[src/rtl/sseg_capture_if.sv]
// rtl/sseg_capture_if.sv - seven-segment observer signal bundle (display pins in, decoded frame out)
interface sseg_capture_if;
    logic [3:0]  sseg;
    logic [7:0]  led;
    logic [15:0] num;
    logic        num_valid;
    logic [3:0]  digit_mask;
    logic        seg_err;

    modport master (
        output sseg,
        output led,
        input  num,
        input  num_valid,
        input  digit_mask,
        input  seg_err
    );

    modport slave (
        input  sseg,
        input  led,
        output num,
        output num_valid,
        output digit_mask,
        output seg_err
    );
endinterface

[src/rtl/sseg_capture.sv]
// rtl/sseg_capture.sv - multiplexed seven-segment display capture and hex reassembly
// Optional macro SSEG_CAPTURE_CHANGE_ONLY_EN: num_valid pulses only when num changes value.
module sseg_capture #(
    parameter int STABLE_CYCLES = 16
) (
    input  logic         clk,
    input  logic         rst,
    sseg_capture_if.slave bus
);
    localparam int CW = $clog2(STABLE_CYCLES);
    localparam logic [CW-1:0] CNT_MAX = CW'(STABLE_CYCLES - 1);

    logic [11:0]   s_q;
    logic [11:0]   s_prev;
    logic [CW-1:0] stab_cnt;
    logic          fired;
    logic [15:0]   shadow;
    logic [3:0]    mask;
    logic [15:0]   num_q;
    logic          valid_q;
    logic          err_q;
    logic          first_q;

    logic          cap;
    logic [3:0]    sel;
    logic [3:0]    slot;
    logic          sel_ok;
    logic          hit;
    logic [3:0]    nib;
    logic          full;
    logic [3:0]    mask_base;
    logic          pulse_ok;

    // The captured pattern is taken from s_prev: when a pattern is held exactly
    // STABLE_CYCLES cycles, s_q has already moved on in the capture cycle.
    always_comb begin
        cap    = (stab_cnt == CNT_MAX) && !fired;
        sel    = ~s_prev[11:8];
        slot   = {sel[0], sel[1], sel[2], sel[3]};
        sel_ok = $onehot(sel);
        hit    = 1'b1;
        nib    = 4'h0;
        case (s_prev[6:0])
            7'h40: nib = 4'h0;
            7'h79: nib = 4'h1;
            7'h24: nib = 4'h2;
            7'h30: nib = 4'h3;
            7'h19: nib = 4'h4;
            7'h12: nib = 4'h5;
            7'h02: nib = 4'h6;
            7'h78: nib = 4'h7;
            7'h00: nib = 4'h8;
            7'h10: nib = 4'h9;
            7'h08: nib = 4'hA;
            7'h03: nib = 4'hB;
            7'h46: nib = 4'hC;
            7'h21: nib = 4'hD;
            7'h06: nib = 4'hE;
            7'h0E: nib = 4'hF;
            default: hit = 1'b0;
        endcase
        full      = (mask == 4'hF);
        mask_base = full ? 4'h0 : mask;
`ifdef SSEG_CAPTURE_CHANGE_ONLY_EN
        pulse_ok  = first_q || (shadow != num_q);
`else
        pulse_ok  = 1'b1;
`endif
    end

    always_ff @(posedge clk) begin
        if (rst) begin
            s_q      <= '1;
            s_prev   <= '1;
            stab_cnt <= '0;
            fired    <= 1'b0;
            shadow   <= '0;
            mask     <= '0;
            num_q    <= '0;
            valid_q  <= 1'b0;
            err_q    <= 1'b0;
            first_q  <= 1'b1;
        end else begin
            s_q     <= {bus.sseg, bus.led};
            s_prev  <= s_q;
            valid_q <= 1'b0;
            err_q   <= 1'b0;

            if (s_q != s_prev) begin
                stab_cnt <= '0;
                fired    <= 1'b0;
            end else begin
                if (stab_cnt != CNT_MAX)
                    stab_cnt <= stab_cnt + 1'b1;
                if (cap)
                    fired <= 1'b1;
            end

            if (full) begin
                num_q   <= shadow;
                valid_q <= pulse_ok;
                first_q <= 1'b0;
            end

            if (cap && sel_ok && hit) begin
                mask <= mask_base | slot;
                for (int i = 0; i < 4; i++)
                    if (slot[i])
                        shadow[i*4 +: 4] <= nib;
            end else begin
                mask <= mask_base;
            end

            if (cap && sel_ok && !hit)
                err_q <= 1'b1;
        end
    end

    assign bus.num        = num_q;
    assign bus.num_valid  = valid_q;
    assign bus.digit_mask = mask;
    assign bus.seg_err    = err_q;
endmodule

[src/flat_wrapper.sv]
// flat-port wrapper written by rule: the top's interface ports become plain ports
module sseg_capture_flat 
#(
    parameter int STABLE_CYCLES = 16
)
  (clk, rst, bus_sseg, bus_led, bus_num, bus_num_valid, bus_digit_mask, bus_seg_err);
  sseg_capture_if bus_i ();
  input  logic clk;
  input  logic rst;
  input wire logic [$bits(bus_i.sseg)-1:0] bus_sseg;
  input wire logic [$bits(bus_i.led)-1:0] bus_led;
  output wire logic [$bits(bus_i.num)-1:0] bus_num;
  output wire logic [$bits(bus_i.num_valid)-1:0] bus_num_valid;
  output wire logic [$bits(bus_i.digit_mask)-1:0] bus_digit_mask;
  output wire logic [$bits(bus_i.seg_err)-1:0] bus_seg_err;
  assign bus_i.sseg = bus_sseg;
  assign bus_i.led = bus_led;
  assign bus_num = bus_i.num;
  assign bus_num_valid = bus_i.num_valid;
  assign bus_digit_mask = bus_i.digit_mask;
  assign bus_seg_err = bus_i.seg_err;
  sseg_capture #(.STABLE_CYCLES(STABLE_CYCLES)) u_core (.clk(clk), .rst(rst), .bus(bus_i));
endmodule
[config.mk]
export PLATFORM = sky130hd
export DESIGN_NAME = sseg_capture_flat
export DESIGN_NICKNAME = d
export VERILOG_FILES = /design/src/rtl/sseg_capture_if.sv /design/src/rtl/sseg_capture.sv /design/src/flat_wrapper.sv
export SDC_FILE = /design/constraint.sdc
export NUM_CORES = 1
export LEC_CHECK = 0
export ABC_AREA = 1
export BUFFER_PORTS_ARGS = -buffer_cell sky130_fd_sc_hd__buf_4
export CAP_MARGIN = 20
export CORE_MARGIN = 5
export CORE_UTILIZATION = 35
export CTS_CLUSTER_DIAMETER = 50
export CTS_CLUSTER_SIZE = 40
export DETAILED_ROUTE_END_ITERATION = 10
export SLEW_MARGIN = 20
export SYNTH_ARGS = -nofsm -noshare
export SYNTH_HDL_FRONTEND = slang
export SYNTH_SLANG_ARGS = --single-unit
[constraint.sdc]
create_clock -name clk -period 3.5 [get_ports clk]
set_input_delay 0.35 -clock clk [delete_from_list [all_inputs] [get_ports clk]]
set_output_delay 0.35 -clock clk [all_outputs]
set_load 0.03 [all_outputs]
* After elaboration in Yosys (flattened, before gate mapping)
Cells that the tools add are included.
Word-level totals: word-level logic and storage cells 57, bits in registers 67, output and inout port bits 22, input bits 14
Operators by class: bitwise logic cells 2, reductions and logical operators 13, multiplexer cells 6, equal/unequal tests 20, add/subtract/negate cells 4
Operators with widths (count):
- case mux 4 bit (15 select lines) | 1
- equality test 7 bit (second input constant) | 4
- equality test 7 x 5 -> 1 bit (second input constant) | 3
- equality test 7 x 6 -> 1 bit (second input constant) | 3
- OR reduction 16 bit | 1
- equality test 7 x 2 -> 1 bit (second input constant) | 2
- equality test 7 x 4 -> 1 bit (second input constant) | 2
- inequality test 12 bit | 1
- equality test 4 bit (second input constant) | 2
- two-way mux 4 bit | 2
- AND reduction 2 bit | 4
- equality test 7 x 3 -> 1 bit (second input constant) | 1
- logical NOT 7 bit | 1
- adder 1 x 1 -> 2 bit | 2
- adder 4 x 1 -> 4 bit (second input constant) | 1
- logical AND 1 bit | 4
- inequality test 4 bit (second input constant) | 1
- inverter 4 bit | 1
- bitwise OR 4 bit | 1
- adder 3 bit | 1
- equality test 3 x 1 -> 1 bit (second input constant) | 1
- two-way mux 1 bit | 3
- logical NOT 1 bit | 2
- OR reduction 2 bit | 1

* Longest topological paths before layout
Gate-level depths: netlist of the first run.
word-level depth 7, gate-level depth with buffers 14, depth with buffers taken out 12

* Worst setup path after synthesis of the first run
No wires, ideal clock.
path kind reg2reg, start point reg u_core.s_prev[10], end point reg u_core.shadow[12], path slack 1270 ps, data required time 3438 ps, cell stages (with the launch flop) 13, data arrival time 2168 ps, buffers on the path 1, path through dfxtp_1 inv_1 ha_1 ha_1 fa_1 nor2_1 nand3_1 nor2_1 buf_2 nand3_1 nand2_1 inv_1 nor2_2
Between the ends: cells in the longest elaborated chain, start to end 7
Ends and longest elaborated chain:
- start, declared | RTL line sseg_capture.sv:14 | logic [11:0] s_prev;
- start signal, assigned | RTL line sseg_capture.sv:85 | s_prev <= s_q;
- inverter 4 bit | RTL line sseg_capture.sv:38 | sel = ~s_prev[11:8];
- adder 1 x 1 -> 2 bit (not written as such) | RTL line sseg_capture.sv:40 | sel_ok = $onehot(sel);
- adder 3 bit (not written as such) | RTL line sseg_capture.sv:40
- equality test 3 x 1 -> 1 bit | RTL line sseg_capture.sv:40
- logical AND 1 bit (2 in a row) | RTL line sseg_capture.sv:105 | if (cap && sel_ok && hit) begin
- AND reduction 2 bit (no source line)
- end signal, assigned by index | RTL line sseg_capture.sv:109 | shadow[i*4 +: 4] <= nib;
- end, declared | RTL line sseg_capture.sv:17 | logic [15:0] shadow;
Every way passes these cells. A chain may end at the register's enable or synchronous reset.

* Worst setup path in the final report of the first run
start point reg u_core.s_prev[9], end point reg u_core.shadow[1]
Same word-level chain as after synthesis.

==> results of run 1 <==
-- power groups by stage --
stage / logic, mW / registers [mW] / clock network [mW]
after detailed placement: 0.0759 / 0.804 / 0
after floorplan: 0.0553 / 0.800 / 0
after global routing: 0.0861 / 0.788 / 0.775
after global placement: 0.0723 / 0.804 / 0
final: 0.0751 / 0.786 / 0.714
after CTS: 0.0761 / 0.786 / 0.732
-- worst reg2reg max path, cell delays in order (launching register included) --
cell     delay (ns)
dfxtp_1        0.31
inv_1          0.20
ha_1           0.29
ha_1           0.20
fa_1           0.43
nor2_1         0.10
nand3_1        0.10
nor2_1         0.11
buf_4          0.24
nand3_1        0.21
nand2_1        0.11
inv_1          0.05
nor2_2         0.09
-- cell usage after synthesis (all sizes together) --
| master | number | share of area |
|---|---|---|
| clkbuf | 8 | 0.011 |
| nor2 | 47 | 0.078 |
| xnor2 | 3 | 0.0089 |
| o21ai | 18 | 0.031 |
| nor3 | 2 | 0.0051 |
| or2 | 17 | 0.036 |
| dfxtp | 67 | 0.45 |
| ha | 4 | 0.017 |
| o22ai | 4 | 0.0085 |
| and2 | 1 | 0.0021 |
| fa | 1 | 0.0068 |
| inv | 54 | 0.069 |
| a21oi | 31 | 0.053 |
| a221oi | 1 | 0.0030 |
| nand2 | 79 | 0.11 |
| nand3 | 15 | 0.038 |
| buf | 6 | 0.014 |
| mux2 | 1 | 0.0038 |
| nor4 | 3 | 0.0085 |
| nand4 | 20 | 0.042 |
| xor2 | 1 | 0.0030 |
-- metal layers --
metal / routed length [um] / vias up / track usage
met4: 97 / 0 / 0.05146
met3: 262 / 8 / 0.04232
met5: 0 / - / 0
li1: - / 1291 / -
met1: 2935 / 1123 / 0.1643
met2: 2832 / 36 / 0.2037
-- metrics by stage --
step | setup slack (ns) | cells | total power, mW | util
6_report | 1.018 | 527 | 1.575 | 0.4277
5_1_grt | 0.7378 | 527 | 1.649 | 0.4277
4_1_cts | 1.020 | 527 | 1.595 | 0.4277
3_5_place_dp | 1.032 | 511 | 0.8800 | 0.4006
3_3_place_gp | 1.101 | 510 | 0.8762 | 0.3988
2_1_floorplan | 1.270 | 383 | 0.8550 | -
-- worst max path at each step --
stage                                    end         startpoint
global placement    u_core.bus.digit_mask[0]   u_core.s_prev[9]
CTS                         u_core.shadow[1]   u_core.s_prev[9]
detailed placement          u_core.shadow[1]   u_core.s_prev[9]
floorplan                  u_core.shadow[12]  u_core.s_prev[10]
global route                u_core.shadow[0]   u_core.s_prev[8]
finish                      u_core.shadow[1]   u_core.s_prev[9]
-- placed cells by master, fill, tap and decap left out, drive strengths merged --
cell / n
a21oi: 31
a221oi: 1
and2: 1
buf: 37
bufinv: 2
clkbuf: 9
clkinv: 2
clkinvlp: 1
dfxtp: 67
fa: 1
ha: 4
inv: 56
mux2: 1
nand2: 79
nand3: 15
nand4: 20
nor2: 47
nor3: 2
nor4: 3
o21ai: 18
o22ai: 4
or2: 17
xnor2: 3
xor2: 1
-- sequential cells by signal, indices dropped and copies added, names as in the netlist --
signal,cells
u_core.bus.digit_mask,4
u_core.fired,1
u_core.s_q,12
u_core.s_prev,12
u_core.bus.seg_err,1
u_core.shadow,16
u_core.bus.num_valid,1
u_core.stab_cnt,4
u_core.bus.num,16
-- layout make-up --
cell class / count / area share
repair buffers: 37 / 0.08117
inverters: 54 / 0.05767
clock buffers: 9 / 0.03524
multi-input cells: 248 / 0.3788
flip-flops and latches: 67 / 0.3816
well taps: 105 / 0.03738
clock inverters: 7 / 0.02812
-- kinds of logic (layout without fill, tap and decap cells) --
kind of cell / count (synthesis) / in the layout / share of synthesized area
flops: 67 / 67 / 0.4546
fa+ha+maj: 5 / 5 / 0.02375
mux: 1 / 1 / 0.003817
xor+xnor: 4 / 4 / 0.01188
buf+inv: 68 / 107 / 0.09415
simple gates: 184 / 184 / 0.3172
compound gates: 54 / 54 / 0.09457
==> results.txt, run 1 <==
Status -> finished clean
Period utilization -> 0.7092
Slew @ Worst Pin -> 0.7618 ns
Worst setup SP type -> flip-flop
Synth-to-Final Area Change -> 19.13%
CP cell instances -> inv_1, ha_1, ha_1, fa_1, nor2_1, nand3_1, nor2_1, buf_4, nand3_1, nand2_1, inv_1, nor2_2
Final wirelength -> 6129 um
Syn Inst Count -> 383
Final setup viols -> 0
Seq. cell area -> 0.001341 sq mm
Worst Path Arrival -> 2.77 ns
Mapped Nets -> 402
WP buf/inv -> 3
Endpoints failing hold -> 0
Worst hold slack -> 0.1830 ns
Gates resized, CTS repair -> 0
Slowest stage cell, crit path -> fa_1
Library cells used by synthesis -> 31
Root buf cell -> clkbuf_8
CP endpoint kind -> flip-flop
Worst Hold Depth -> 2
Sequential-to-total area share from yosys stat -> 0.4546
All-Layer GR Usage -> 0.1292
H-tree depth -> 3
Worst hold path endpoint -> u_core.s_q[8]
Sw Share -> 0.2296
Grt total ovfl -> 0
Syn Area/Cell -> 7.703 sq um
Cell area after layout -> 0.003515 sq mm
Clk_skew -> 0.01068 ns
CP required -> 3.79 ns
Largest net degree at the start of global routing -> 33
Lkg Pwr -> 1.597 nW
Core Area -> 0.008217 sq mm
Min-delay src -> bus_sseg[0]
Fillers -> 829
Max Fclk -> 402.9 MHz
FF-to-FF path depth -> 12
Reg2reg start -> u_core.s_prev[9]
Die area -> 0.01037 sq mm
Hold buffers post-CTS -> 0
# diodes -> 0
I/O pins -> 36
WL/cell -> 11.63 um
Maximum fanout along the worst path -> 20
Vias per cell -> 4.664
PwrDens -> 448.2 mW/mm^2
Slew margin rel. -> 0.4916
NetSw -> 0.3617 mW
Max Root-Sink Buffers -> 2
Power Internal -> 1.214 mW
Final min period -> 2.482 ns
Critical R2R Capture -> u_core.shadow[1]
HPWL Detailed -> 4585 um
Reg power frac -> 0.499
Synthesized cell area -> 0.002950 sq mm
Initial antenna violation count -> 0
Initial Util -> 0.3591
CTS Buf Count -> 9
DR vias -> 2458
Worst ir drop on vdd -> 0.2886 mV
Post-DP Area -> 0.003292 sq mm
Vias in the first global route -> 2324
Clock Sinks -> 67
Multi-input combinational cell area -> 0.001331 sq mm
Combinational share of power -> 0.048
WP depth -> 12
Fin nets -> 436
Clk pwr share -> 0.453
Reg2reg setup slack -> 1.02 ns
Crit path kind -> flip-flop to flip-flop
Layout cells sized above 1 -> 0.2583
Clock slew at reported path FFs -> 0.08 ns
Unrepaired setup endpoints after global routing -> false
Setup TNS -> 0 ns
Synth warnings -> 0
Initial DRT Pass Iterations -> 4
Initial detailed-routing violation count -> 95
Pins Over Slew Limit -> 0
IO Port Bufs -> 35
#FFs+latches synth -> 67
Worst min path class -> primary input to flip-flop
Gp weighted congestion -> 0.7944
DRC errors left -> 0
Slowest Stage Delay on Critical Path -> 0.43 ns
Final ANT Viol Nets -> 0
Worst path top cell family by delay -> adder cells
Maxcap violations -> 0
Post-CTS Setup Inserts -> 0
FP Rows -> 33
DIE WIDTH -> 101.8 um
Die height -> 101.8 um
CTS tree -> built
Clk_lat worst skew -> 0.35 ns
First-pass GRT wire length -> 10510 um
Note: power is estimated with default switching activity, not from simulation.
==> inputs of run 2 (changes only) <==
==> constraint.sdc (replaced) <==
create_clock -name clk -period 2.1 [get_ports clk]
set_input_delay 0.21 -clock clk [delete_from_list [all_inputs] [get_ports clk]]
set_output_delay 0.21 -clock clk [all_outputs]
set_load 0.03 [all_outputs]
==> run 2 against run 1 <==
Net effect:
- the run now ends with setup timing left
- largest power group unchanged
- design area rose by 8.3%
- critical endpoint is now u_core.shadow[13]
- global-route usage rose by 0.56 points
- final cell count increased by 2.8%
- via count up 1.1%
- first-iteration DRC count up 78%
- register-to-register slack got worse by 1.1 ns
==> results.txt, run 2 (synthesis gave the netlist of run 1 again) <==
Status -> finished, violations left
Failing checks -> setup timing
Final ANT Viol Nets -> 0
Pins Over Slew Limit -> 0
Unrepaired setup endpoints after global routing -> true
Grt total ovfl -> 0
All-Layer GR Usage -> 0.1349
Fin nets -> 452
PwrDens -> 697.0 mW/mm^2
Initial Util -> 0.3591
Slew @ Worst Pin -> 0.5618 ns
Worst hold path endpoint -> u_core.s_q[7]
Placed Instances -> 522
Crit path kind -> flip-flop to flip-flop
Largest net degree at the start of global routing -> 33
FP Rows -> 33
Maxcap violations -> 0
Clock slew at reported path FFs -> 0.07 ns
Max Fclk -> 456.0 MHz
Most frequent cells in the layout -> nand2_1 (70), dfxtp_1 (63), buf_4 (47)
Reg2reg start -> u_core.s_prev[10]
Seq. cell area -> 0.001346 sq mm
DIE WIDTH -> 101.8 um
Fillers -> 816
Hold buffers post-CTS -> 0
Initial antenna violation count -> 0
Setup WS post-layout -> -0.09290 ns
Worst hold slack -> 0.04883 ns
DR WL met2 -> 3008 um
Worst ir drop on vdd -> 0.3366 mV
Clk_skew -> 0.008948 ns
Core Area -> 0.008217 sq mm
Gp weighted congestion -> 0.8328
Endpoints failing hold -> 0
Worst Path Arrival -> 2.44 ns
Vias in the first global route -> 2449
Reg2reg setup slack -> -0.09 ns
I/O pins -> 36
Pwr Total -> 2.653 mW
DR vias -> 2486
Root buf cell -> clkbuf_8
Die area -> 0.01037 sq mm
Worst Hold Depth -> 2
Post-layout util -> 0.4632
Worst setup SP type -> flip-flop
Layout cells sized above 1 -> 0.3318
First-pass GRT wire length -> 10940 um
Min-delay src -> bus_led[7]
Die height -> 101.8 um
DR WL met3 -> 301 um
Vias per cell -> 4.587
Lkg Pwr -> 1.675 nW
Final setup viols -> 18
CTS Buf Count -> 9
Initial DRT Pass Iterations -> 4
FF-to-FF path depth -> 12
Critical R2R Capture -> u_core.shadow[13]
Initial detailed-routing violation count -> 169
Maximum fanout along the worst path -> 5
CTS tree -> built
Worst min path class -> primary input to flip-flop
Clk_lat worst skew -> 0.34 ns
Fin cells -> 542
Dpl ws -> -0.1297 ns
Cell area after layout -> 0.003806 sq mm
DRC errors left -> 0
HPWL Detailed -> 4580 um
IO Port Bufs -> 35
Slew margin rel. -> 0.6226
CP required -> 2.34 ns
H-tree depth -> 3
Post-DP Area -> 0.003451 sq mm
Multi-input combinational cell area -> 0.001441 sq mm
Max Root-Sink Buffers -> 2
WL/cell -> 11.65 um
Final min period -> 2.193 ns
CP endpoint kind -> flip-flop
Most common cell after layout, fill and taps aside -> nand2_1
Uppermost routed layer -> met4
# diodes -> 0
Clock Sinks -> 67
Setup TNS -> -1.211 ns
Synth-to-Final Area Change -> 29.01%
Period utilization -> 1.044
Final wirelength -> 6315 um
Metal-1 WL -> 2942 um
## run 2: cell count changes in the layout (fill, tap and decap cells not counted), moves of 4 or more
cell,previous run,this run
dfxtp_2,0,4
inv_1,46,41
dfxtp_1,67,63
nand3_1,12,8
buf_4,36,47
inv_2,8,12
## run 2: per-layer routing
metal / track usage / vias up
li1: - / 1326
met4: 0.04541 / 0
met3: 0.04710 / 4
met2: 0.2133 / 52
met1: 0.1724 / 1104
met5: 0 / -
## run 2: repair_timing
item,in CTS,in global routing
setup buffers,2,2
pin swaps,8,5
gates resized for setup,9,6
cloned,1,1
setup endpoints to repair,20,21
## run 2: worst max-delay path, stage by stage (launching register included)
cell and delay [ns]:
dfxtp_2 0.35, inv_4 0.04, ha_4 0.23, ha_4 0.15, fa_1 0.43, nor2_1 0.12
nand3_2 0.12, nor2_4 0.17, buf_12 0.14, buf_16 0.10, nand4_1 0.09, nand2_1 0.11
nor2_2 0.03
## run 2: power breakdown
group | switching (mW) | internal [mW] | leakage, nW | total (mW)
Sequential | 0.0195 | 1.29 | 0.544 | 1.31
Combinational | 0.0838 | 0.0830 | 1.03 | 0.167
Clock | 0.509 | 0.666 | 0.106 | 1.17
Total | 0.612 | 2.04 | 1.68 | 2.65
## run 2: layout make-up
| cell class | count | share of cell area |
|---|---|---|
| clock buffers | 9 | 0.03254 |
| flip-flops and latches | 67 | 0.3537 |
| repair buffers | 53 | 0.1229 |
| inverters | 54 | 0.05391 |
| well taps | 105 | 0.03452 |
| clock inverters | 6 | 0.02367 |
| multi-input cells | 248 | 0.3787 |
## run 2: how the worst max path moves through the flow
| stage | from | to | slack, ns | cells after the start |
|---|---|---|---|---|
| after CTS | u_core.s_prev[10] | u_core.shadow[9] | -0.08 | 12 |
| after floorplan | u_core.s_prev[8] | u_core.shadow[4] | 0.009 | 12 |
| after global routing | u_core.s_prev[8] | u_core.shadow[14] | -0.24 | 12 |
| final | u_core.s_prev[10] | u_core.shadow[13] | -0.09 | 12 |
| after global placement | u_core.s_prev[8] | u_core.shadow[8] | -0.05 | 12 |
| after detailed placement | u_core.s_prev[8] | u_core.shadow[12] | -0.13 | 12 |
